===== config.mk =====
export PLATFORM = sky130hd
export DESIGN_NAME = dpipe
export DESIGN_NICKNAME = d
export VERILOG_FILES = /design/src/rtl/dpipe.sv
export SDC_FILE = /design/constraint.sdc
export NUM_CORES = 1
export LEC_CHECK = 0
export CAP_MARGIN = 10
export CORE_MARGIN = 3
export CORE_UTILIZATION = 47
export CTS_CLUSTER_SIZE = 20
export DETAILED_ROUTE_END_ITERATION = 16
export GPL_TIMING_DRIVEN = 0
export PLACE_DENSITY_LB_ADDON = 0.08
export SLEW_MARGIN = 20
export SYNTH_ARGS = -nofsm -noshare
export SYNTH_HDL_FRONTEND = slang
export SYNTH_SLANG_ARGS = --single-unit

===== constraint.sdc =====
create_clock -name clk -period 2 [get_ports clk]
set_input_delay 0.4 -clock clk [delete_from_list [all_inputs] [get_ports clk]]
set_output_delay 0.4 -clock clk [all_outputs]
set_load 0.03 [all_outputs]

===== src/rtl/dpipe.sv =====
// dpipe: two-entry skid buffer between fetch and decode; instructions are
// predecoded on entry so decode sees opcode class, immediate and system info.
module dpipe (
    input  logic        clk,
    input  logic        rst_n,
    input  logic        flush_i,
    input  logic        f_valid_i,
    output logic        f_ready_o,
    input  logic [63:0] pc_i,
    input  logic [31:0] inst_i,
    output logic        d_valid_o,
    input  logic        d_ready_i,
    output logic [63:0] pc_o,
    output logic [31:0] inst_o,
    output logic [11:0] opinfo_o,
    output logic [63:0] imm_o,
    output logic [4:0]  sys_info_o,
    output logic        illegal_o
);
    typedef enum logic [1:0] {EMPTY = 2'd0, ONE = 2'd1, FULL = 2'd2} cnt_t;
    typedef struct packed {
        logic [63:0] pc;
        logic [31:0] inst;
        logic [11:0] opinfo;
        logic [63:0] imm;
        logic [4:0]  sys_info;
        logic        illegal;
    } entry_t;

    cnt_t       cnt, cnt_nx;
    logic       rd_ptr, wr_ptr, push, pop;
    entry_t     mem [2];
    entry_t     dec, head;
    logic [6:0] op;
    logic [2:0] f3;
    logic [11:0] cls;

    assign op  = inst_i[6:0];
    assign f3  = inst_i[14:12];
    // bit order: alu, alui, aluw, aluiw, branch, jal, jalr, load, store, lui, auipc, sys
    assign cls = {op == 7'b1110011, op == 7'b0010111, op == 7'b0110111, op == 7'b0100011,
                  op == 7'b0000011, op == 7'b1100111, op == 7'b1101111, op == 7'b1100011,
                  op == 7'b0011011, op == 7'b0111011, op == 7'b0010011, op == 7'b0110011};

    always_comb begin
        dec.pc       = pc_i;
        dec.inst     = inst_i;
        dec.opinfo   = cls;
        dec.illegal  = ~|cls;
        dec.imm      = (cls[1] | cls[3] | cls[6] | cls[7]) ? {{52{inst_i[31]}}, inst_i[31:20]} :
                       cls[8]  ? {{52{inst_i[31]}}, inst_i[31:25], inst_i[11:7]} :
                       cls[4]  ? {{52{inst_i[31]}}, inst_i[7], inst_i[30:25], inst_i[11:8], 1'b0} :
                       (cls[9] | cls[10]) ? {{32{inst_i[31]}}, inst_i[31:12], 12'd0} :
                       cls[5]  ? {{44{inst_i[31]}}, inst_i[19:12], inst_i[20], inst_i[30:21], 1'b0} :
                       cls[11] ? {52'd0, inst_i[31:20]} : 64'd0;
        dec.sys_info = {cls[11] & (f3 == 3'b010), cls[11] & (f3 == 3'b001),
                        inst_i == 32'h30200073, inst_i == 32'h00000073, inst_i == 32'h00100073};
    end

    assign push = f_valid_i & f_ready_o & ~flush_i;
    assign pop  = d_valid_o & d_ready_i & ~flush_i;

    always_comb begin
        cnt_nx = flush_i         ? EMPTY :
                 (push & ~pop)   ? ((cnt == EMPTY) ? ONE : FULL) :
                 (pop & ~push)   ? ((cnt == FULL) ? ONE : EMPTY) : cnt;
    end

    always_ff @(posedge clk or negedge rst_n) begin
        if (!rst_n) begin
            cnt       <= EMPTY;
            rd_ptr    <= 1'b0;
            wr_ptr    <= 1'b0;
            f_ready_o <= 1'b0;
            mem[0]    <= '0;
            mem[1]    <= '0;
        end else begin
            cnt       <= cnt_nx;
            f_ready_o <= cnt_nx != FULL;
            if (flush_i) begin
                rd_ptr <= 1'b0;
                wr_ptr <= 1'b0;
            end else begin
                if (push) begin
                    mem[wr_ptr] <= dec;
                    wr_ptr      <= ~wr_ptr;
                end
                if (pop) rd_ptr <= ~rd_ptr;
            end
        end
    end

    assign head       = mem[rd_ptr];
    assign d_valid_o  = cnt != EMPTY;
    assign pc_o       = head.pc;
    assign inst_o     = head.inst;
    assign opinfo_o   = head.opinfo;
    assign imm_o      = head.imm;
    assign sys_info_o = head.sys_info;
    assign illegal_o  = head.illegal;
endmodule

### Yosys cells after proc, flatten, opt, wreduce, memory -nomap -nowiden

Cells that the tools add are included.

| storage, ports and cells | value |
|---|---|
| register bits after elaboration | 361 |
| input bits | 101 |
| word-level logic and storage cells | 86 |

| cells by class | value |
|---|---|
| $lt $le $gt $ge | 3 |
| equality and inequality tests | 19 |
| mux-type cells | 21 |
| bitwise operators | 19 |
| reductions and logical operators | 8 |

Operator list:

| operator | count |
|---|---|
| $mux 178 | 4 |
| $bwmux 356 | 1 |
| $mux 64 | 5 |
| $demux 178 s1 | 1 |
| $eq 32x21->1 const B | 1 |
| $eq 32x30->1 const B | 1 |
| $eq 32x7->1 const B | 1 |
| $eq 7x6->1 const B | 4 |
| $eq 7x7->1 const B | 4 |
| $eq 7x5->1 const B | 3 |
| $mux 12 | 1 |
| $reduce_or 12->1 | 1 |
| $and 1x1->1 | 8 |
| $mux 2 | 4 |
| $eq 7x2->1 const B | 1 |
| $reduce_bool 2->1 | 3 |
| $mux 1 | 5 |
| $not 1->1 | 5 |
| $ge 2x2->1 const B | 2 |
| $not 1->2 | 2 |
| $or 1x1->1 | 4 |
| $eq 3x1->1 const B | 1 |
| $eq 3x2->1 const B | 1 |
| $eq 2x2->1 const B | 1 |
| other kinds (6) | 6 |

### Logic depth before layout (Yosys ltp)

Gate-level depths: netlist of the first run.

| depth | value |
|---|---|
| depth in word-level cells | 8 |
| mapped depth | 8 |
| mapped depth without buffers | 5 |

### Least setup slack after synthesis of the first run

OpenSTA, ideal clock, no wires.

| path | value |
|---|---|
| path type | reg2out |
| start | register rd_ptr |
| end | output port imm_o[32] |
| arrival | 1.814 ns |
| required time | 1.600 ns |
| slack | -0.214 ns |
| stages on the path, launching flop included | 5 |
| path buffers | 3 |
| path through | dfrtp_1 > clkbuf_1 > clkbuf_1 > mux2_2 > buf_4 |

| between the ends | value |
|---|---|
| cells in the longest elaborated chain, start to end | 4 |

RTL lines:

| element | RTL line | text |
|---|---|---|
| start: declaration | 31 | `logic rd_ptr, wr_ptr, push, pop;` |
| start signal: assignment | 88 | `if (pop) rd_ptr <= ~rd_ptr;` |
| $not 1->2 (not written as such) | 93 | `assign head = mem[rd_ptr];` |
| $mux 178 (not written as such) (3 in series) | 93 |  |
| end: declaration | 16 | `output logic [63:0] imm_o,` |

Every way passes these cells. The select of a mux whose other input is x is not followed.

### Worst setup path in the final report of the first run

| path | value |
|---|---|
| start | register rd_ptr |
| end | output port inst_o[4] |

| between the ends | value |
|---|---|
| cells in the longest elaborated chain, start to end | 4 |

RTL lines:

| element | RTL line | text |
|---|---|---|
| $not 1->2 (not written as such) | 93 |  |
| $mux 178 (not written as such) (3 in series) | 93 |  |
| end: declaration | 14 | `output logic [31:0] inst_o,` |

Every way passes these cells. The select of a mux whose other input is x is not followed.

==> results of run 1 <==
[power breakdown]
| part | total (mW) | internal (mW) | switching [mW] |
|---|---|---|---|
| combinational | 5.14 | 2.03 | 3.11 |
| sequential | 7.79 | 7.19 | 0.597 |
| clock | 6.03 | 3.57 | 2.46 |
| total | 19.0 | 12.8 | 6.17 |
[sequential cells by signal, indices dropped and copies added (netlist names)]
| signal | cells |
|---|---|
| cnt | 2 |
| rd_ptr | 1 |
| mem | 292 |
| wr_ptr | 1 |
| f_ready_o | 1 |
[per-stage QoR]
| stage | TNS, ps | power, mW | std cells |
|---|---|---|---|
| global placement | -4040790 | 13.1 | 2122 |
| floorplan | 0 | 11.1 | 1468 |
| CTS | -130550 | 19.0 | 2187 |
| detailed placement | -358640 | 13.2 | 2125 |
| finish | -64700 | 19.0 | 2204 |
| global route | -71940 | 19.9 | 2204 |
[final cells by class]
type / count / area share (%)
clock buffers: 48 / 5.38
well taps: 378 / 2.62
clock inverters: 9 / 0.583
multi-input cells: 1045 / 30.8
plain buffers: 126 / 5.09
flip-flops and latches: 297 / 41.2
repair buffers: 298 / 14.2
inverters: 3 / 0.0625
[tightest hold or removal path: stages]
cell and delay [ps]:
clkbuf_2 170, nand2_1 100, nand2_1 50
[Yosys cell counts, drive strengths merged (2+ instances only)]
cell type	instances	area share, %
a22o	12	0.78
nor4	2	0.092
a21oi	33	1.2
xor2	2	0.13
nor2	37	1.0
buf	60	2.8
nor3	6	0.22
o31ai	4	0.22
o21bai	2	0.11
mux2i	4	0.30
or2	3	0.14
a31oi	3	0.14
mux2	146	12
o21ai	72	2.7
and3	7	0.40
dfrtp	297	55
or4	2	0.11
nand3	16	0.59
nor2b	5	0.23
inv	3	0.083
nand4	6	0.32
clkbuf	66	1.8
nand2	659	18
and2	4	0.18
nand2b	2	0.092
[what timing repair did]
item	in CTS	in global routing
buffers inserted	1	16
endpoints found under the hold margin	68	0
pin swaps	0	0
cloned	3	1
gates resized for setup	565	394
endpoints found under the setup margin	451	454
hold buffers	1	0
[layer usage]
metal | routed length, um | vias to the layer above | part of all wire (%)
met5 | 0 | - | 0
met4 | 1060 | 0 | 2.6
met3 | 2630 | 68 | 6.3
met2 | 19500 | 418 | 47
met1 | 18500 | 5677 | 44
li1 | - | 5392 | -
[cells by family after synthesis]
family                   Yosys count  synth area share [%]
buffers and inverters            129                  4.72
AND/OR/NAND/NOR                  756                  22.2
AO/OA/AOI/OAI                    133                  5.55
multiplexers                     150                  12.4
adder cells (fa/ha/maj)            1                0.0739
flip-flops                       297                  54.9
XOR/XNOR                           2                 0.129
[worst max path at each step]
stage,start,end,slack (ps)
3_3_place_gp,rst_n,cnt[0],-12420
3_5_place_dp,rd_ptr,imm_o[6],-1210
2_1_floorplan,rd_ptr,imm_o[32],70
4_1_cts,rd_ptr,imm_o[4],-610
5_1_grt,rd_ptr,imm_o[33],-500
6_report,rd_ptr,inst_o[4],-450
==> results.yml, run 1 <==
synth:
  async_flop_share_pct: 100
  syn-cell-area_um2: 13500
  syn_inst: 1468
  synth-seq-cells: 297
  synth_sequential_area_ratio_pct: 54.9
  synth-warning-count: 0
  synth_ff_type: "dfrtp_1"
  synth_nets: 1569
  number_of_enable_flip_flop_cells_after_synthesis: 0
  synthesis.area_per_instance_um2: 9.23
  synthDistinctLibCells: 48
min_path:
  worstHoldStart: "inst_i[20]"
  type_of_the_worst_min_delay_path: "input pin to register"
  holdPathStages: 3
  timing.hold.worst_endpoint: "mem[102]"
floorplan:
  placeableCoreArea_um2: 28100
  die_height_um: 176
  initial_utilization_pct: 48.2
  die-area_um2: 30900
  std_cell_rows: 61
  floorplan.die.width_um: 176
  ios: 281
clock_tree:
  htree_num_levels: 1
  cts.sink_count: 297
  insertion_delay_ps: 580
  cts_tree: "yes"
  cts_buf_count: 31
  cts.reportedPaths.clkPinSlew_ps: 70
  clk_path_buf_depth: 3
  clk_root_buffer_cell: "clkbuf_16"
detailed_routing:
  via_count: 11555
  drt-total-wl_um: 41600
  avg_wl_per_cell_um: 18.9
  first_iter_violations: 872
  drt.antenna.violating_nets: 0
  remaining_drc_errors: 0
  via_per_inst: 5.24
  detail_route.first_pass.iterations: 5
run_status:
  run_status: "complete, but fails checks"
  violations: "setup timing"
grt:
  grt_max_usage_layer: "met2"
  global_route_met2_usage_pct: 42.7
  global_route.overflow_total: 0
  grt_util_met3_pct: 4.02
  antenna_found_initial: 0
  largest_net_degree_at_the_start_of_global_routing: 89
  grt_use_total_pct: 26.5
  vias_in_the_first_global_route: 11593
  global_route_wire_length_before_repair_um: 64900
  met1_usage_pct: 37.9
cells_and_area:
  finalInstanceArea_um2: 18000
  post_route_cells_drive_above_1_share_pct: 27.5
  mostFrequentLayoutCells: "658 x nand2_1, 296 x dfrtp_1, 142 x mux2_2"
  seqCellArea_um2: 7430
  multi_input_area_um2: 5550
  num_antenna_cells: 0
  area_delta_synth_final_pct: 33.0
  nets: 1903
  final.fill_count: 2430
  finalCoreUtilization_pct: 64.2
  most_common_library_cell_in_the_layout_ignoring_fill_and_taps: "nand2_1"
timing:
  clock_skew_ps: 27.3
  max_slew.worst_pin.slew_ps: 662
  final_critical_delay_including_setup_and_external_delays_ps: 2450
  clock.fmax_mhz: 408
  hold_violations: 0
  finalCritPeriodShare_pct: 123
  rsz0062_at_grt: "true"
  report.final.setup_viol: 178
  final-max-slew-violation-count: 0
  slew_headroom_pct: 55.9
  fin_hold_ws_ps: 179
  final.setup.worst_slack_ps: -453
critical_path:
  worst_r2r_startpoint: "f_ready_o"
  crit_chain: "clkbuf_16 > clkbuf_8 > mux2_2 > clkdlybuf4s15_2"
  critical_path_arrival_ps: 2050
  worstReg2RegEnd: "mem[248]"
  critical_path.n_buffers_inverters: 3
  path_depth: 4
  cp-start-kind: "register"
  crit_path_top_delay_cell: "dfrtp_2"
  cp_slowest_stage_delay_ps: 400
  worst_setup_path_end_kind: "output pin"
  required_worst_endpoint_ps: 1600
  cpLargestDelayFamily: "buffers and inverters"
  r2r_slack_ps: 120
  cp_max_fanout: 10
  worstRegToRegCells: 7
  path_type_of_the_worst_setup_path: "register to output pin"
power:
  total_leakage_power_nw: 9.17
  max_rail_drop_vdd_mv: 0.704
  power_density_nw_per_um2: 1050
placed_design:
  finalWeightedCongestion: 0.906
  dp_hpwl_um: 28300
  worst_setup_slack_post_dpl_ps: -1210
  place.port_buffers: 276
  dpl_cell_area_um2: 16900
job:
  drv.max_cap_violation_count: 0
No activity file was read; power rests on OpenSTA's default activity.
==> inputs of run 2 (changes only) <==
Settings changed: CORE_MARGIN 3 to 1.5.
==> run 2 against run 1 <==
  * The run still ends with setup timing left
  * Combinational power fell by 1%
  * Routed wire length fell by 1.8%
  * Critical path type unchanged
  * Core utilization fell by 0.47 points
==> results.yml, run 2 (synthesis results as in run 1) <==
cells_and_area:
  most_common_library_cell_in_the_layout_ignoring_fill_and_taps: "nand2_1"
  largest_register_ff_count: 292
  post_route_cells_drive_above_1_share_pct: 24.8
  finish.cell_count_without_fillers: 2185
  area_delta_synth_final_pct: 32.0
  largest_registers: "mem: 292 flops, cnt: 2 flops"
  mostFrequentLayoutCells: "659 x nand2_1, 296 x dfrtp_1, 145 x mux2_2"
  max_flop_register: "mem"
  nets: 1889
  num_antenna_cells: 0
timing:
  report.final.setup_viol: 344
  slew_headroom_pct: 52.8
  hold_violations: 0
  final_critical_delay_including_setup_and_external_delays_ps: 2420
  rsz0062_at_grt: "true"
  max_slew.worst_pin.slew_ps: 708
  final.setup.worst_slack_ps: -416
  clock_skew_ps: 12.8
  clock.fmax_mhz: 414
  final-max-slew-violation-count: 0
  finalCritPeriodShare_pct: 121
  final.setup.tns_ps: -65330
power:
  total_leakage_power_nw: 8.96
  pwr-share-seq_pct: 41.2
  switching_share_pct: 32.2
  p_switching_mw: 6.10
  intPower_mw: 12.8
  max_rail_drop_vdd_mv: 0.671
  clockPowerShare_pct: 32.0
  power_total_mw: 18.9
  power_density_nw_per_um2: 1060
  combinational_power_share_pct: 26.8
detailed_routing:
  first_iter_violations: 866
  via_count: 11444
  drt-total-wl_um: 40800
  drt.antenna.violating_nets: 0
  remaining_drc_errors: 0
  detail_route.first_pass.iterations: 5
  via_per_inst: 5.24
  avg_wl_per_cell_um: 18.7
critical_path:
  critical_path_arrival_ps: 2020
  required_worst_endpoint_ps: 1600
  cp_slowest_stage_delay_ps: 410
  path_type_of_the_worst_setup_path: "register to output pin"
  cpLargestDelayFamily: "buffers and inverters"
  worst_setup_path_end_kind: "output pin"
  crit_path_top_delay_cell: "dfrtp_2"
  critical_path.n_buffers_inverters: 3
  cp_max_fanout: 10
  crit_chain: "buf_8 > buf_6 > mux2_2 > dlygate4sd2_1"
  cp-start-kind: "register"
floorplan:
  std_cell_rows: 61
  initial_utilization_pct: 48.2
  placeableCoreArea_um2: 28100
  die_height_um: 173
  die-area_um2: 29900
  floorplan.die.width_um: 173
  ios: 281
placed_design:
  place.port_buffers: 276
  dp_hpwl_um: 28000
  finalWeightedCongestion: 0.925
  number_of_cells_after_detailed_placement: 2125
clock_tree:
  cts_buf_count: 34
  htree_num_levels: 2
  insertion_delay_ps: 510
  clk_path_buf_depth: 3
  cts.reportedPaths.clkPinSlew_ps: 60
  cts_tree: "yes"
  clk_root_buffer_cell: "clkbuf_16"
  cts.sink_count: 297
grt:
  vias_in_the_first_global_route: 11664
  global_route.overflow_total: 0
  largest_net_degree_at_the_start_of_global_routing: 83
  grt_use_total_pct: 27.5
  antenna_found_initial: 0
  global_route_wire_length_before_repair_um: 64900
run_status:
  violations: "setup timing"
  run_status: "complete, but fails checks"
job:
  drv.max_cap_violation_count: 0
min_path:
  type_of_the_worst_min_delay_path: "input pin to register"
[run 2: changes by cell type in the layout (fill, tap and decap cells not counted), sizes merged]
cell / previous run / this run
buf: 225 / 136
bufinv: 2 / 0
clkbuf: 128 / 163
clkdlybuf4s15: 12 / 45
clkdlybuf4s50: 94 / 97
clkinvlp: 4 / 1
dlygate4sd2: 9 / 16
dlymetal6s2s: 3 / 0
[run 2: repair_timing]
item,CTS,global route
cloned,3,0
buffers inserted,1,0
hold buffers,1,0
hold endpoints to repair,81,0
endpoints found under the setup margin,451,453
resized for setup,537,190
pin swaps,0,0
[run 2: stage by stage]
| step | hold WS [ps] | area (um^2) | setup slack [ps] | utilization [%] |
|---|---|---|---|---|
| 5_1_grt | 254 | 17900 | -460 | 63.7 |
| 4_1_cts | 240 | 18100 | -528 | 64.4 |
| 3_3_place_gp | 451 | 16800 | -12440 | 59.8 |
| 6_report | 253 | 17900 | -416 | 63.7 |
| 3_5_place_dp | 443 | 16900 | -1250 | 60.1 |
| 2_1_floorplan | 104 | 13600 | 71.9 | - |
[run 2: metal layers]
metal	global-route usage (%)	wire length (um)	up-vias
met5	0	0	-
met4	9.67	1240	0
met3	5.08	2470	73
met2	42.8	18700	394
met1	38.8	18400	5619
li1	-	-	5358
[run 2: worst register-to-register path, stage by stage, from the launching register on]
cell and delay, ps:
dfrtp_1 370, nand2_1 250, or3_1 180, clkbuf_1 220, clkbuf_4 320, clkbuf_1 470
nand2_1 130, o21ai_0 90
[run 2: final timing paths]
kind                            start   endpoint  slack (ps)  cells after the start
setup / recovery               rd_ptr  inst_o[1]        -420                      4
hold reg to reg              mem[153]   mem[153]         470                      2
max in group asynchronous       rst_n    mem[19]         330                      4
setup reg to reg            f_ready_o   mem[185]        -110                      7
hold / removal             inst_i[20]   mem[102]         250                      3
min in group asynchronous       rst_n   mem[327]         500                      2
[run 2: area by class of cell]
class	count	area [um^2]
plain buffers	126	845
clock buffers	51	1060
clock inverters	4	22.5
fillers	2407	10200
inverters	3	11.3
multi-input cells	1045	5530
flip-flops and latches	297	7430
well taps	378	473
repair buffers	281	2520
[run 2: power by group through the flow]
| stage | Combinational [mW] | Sequential, mW | Clock (mW) |
|---|---|---|---|
| 2_1_floorplan | 3.36 | 7.70 | 0 |
| 3_3_place_gp | 5.28 | 7.84 | 0 |
| 3_5_place_dp | 5.36 | 7.87 | 0 |
| 4_1_cts | 5.15 | 7.78 | 6.13 |
| 5_1_grt | 5.50 | 7.93 | 6.39 |
| 6_report | 5.08 | 7.79 | 6.06 |
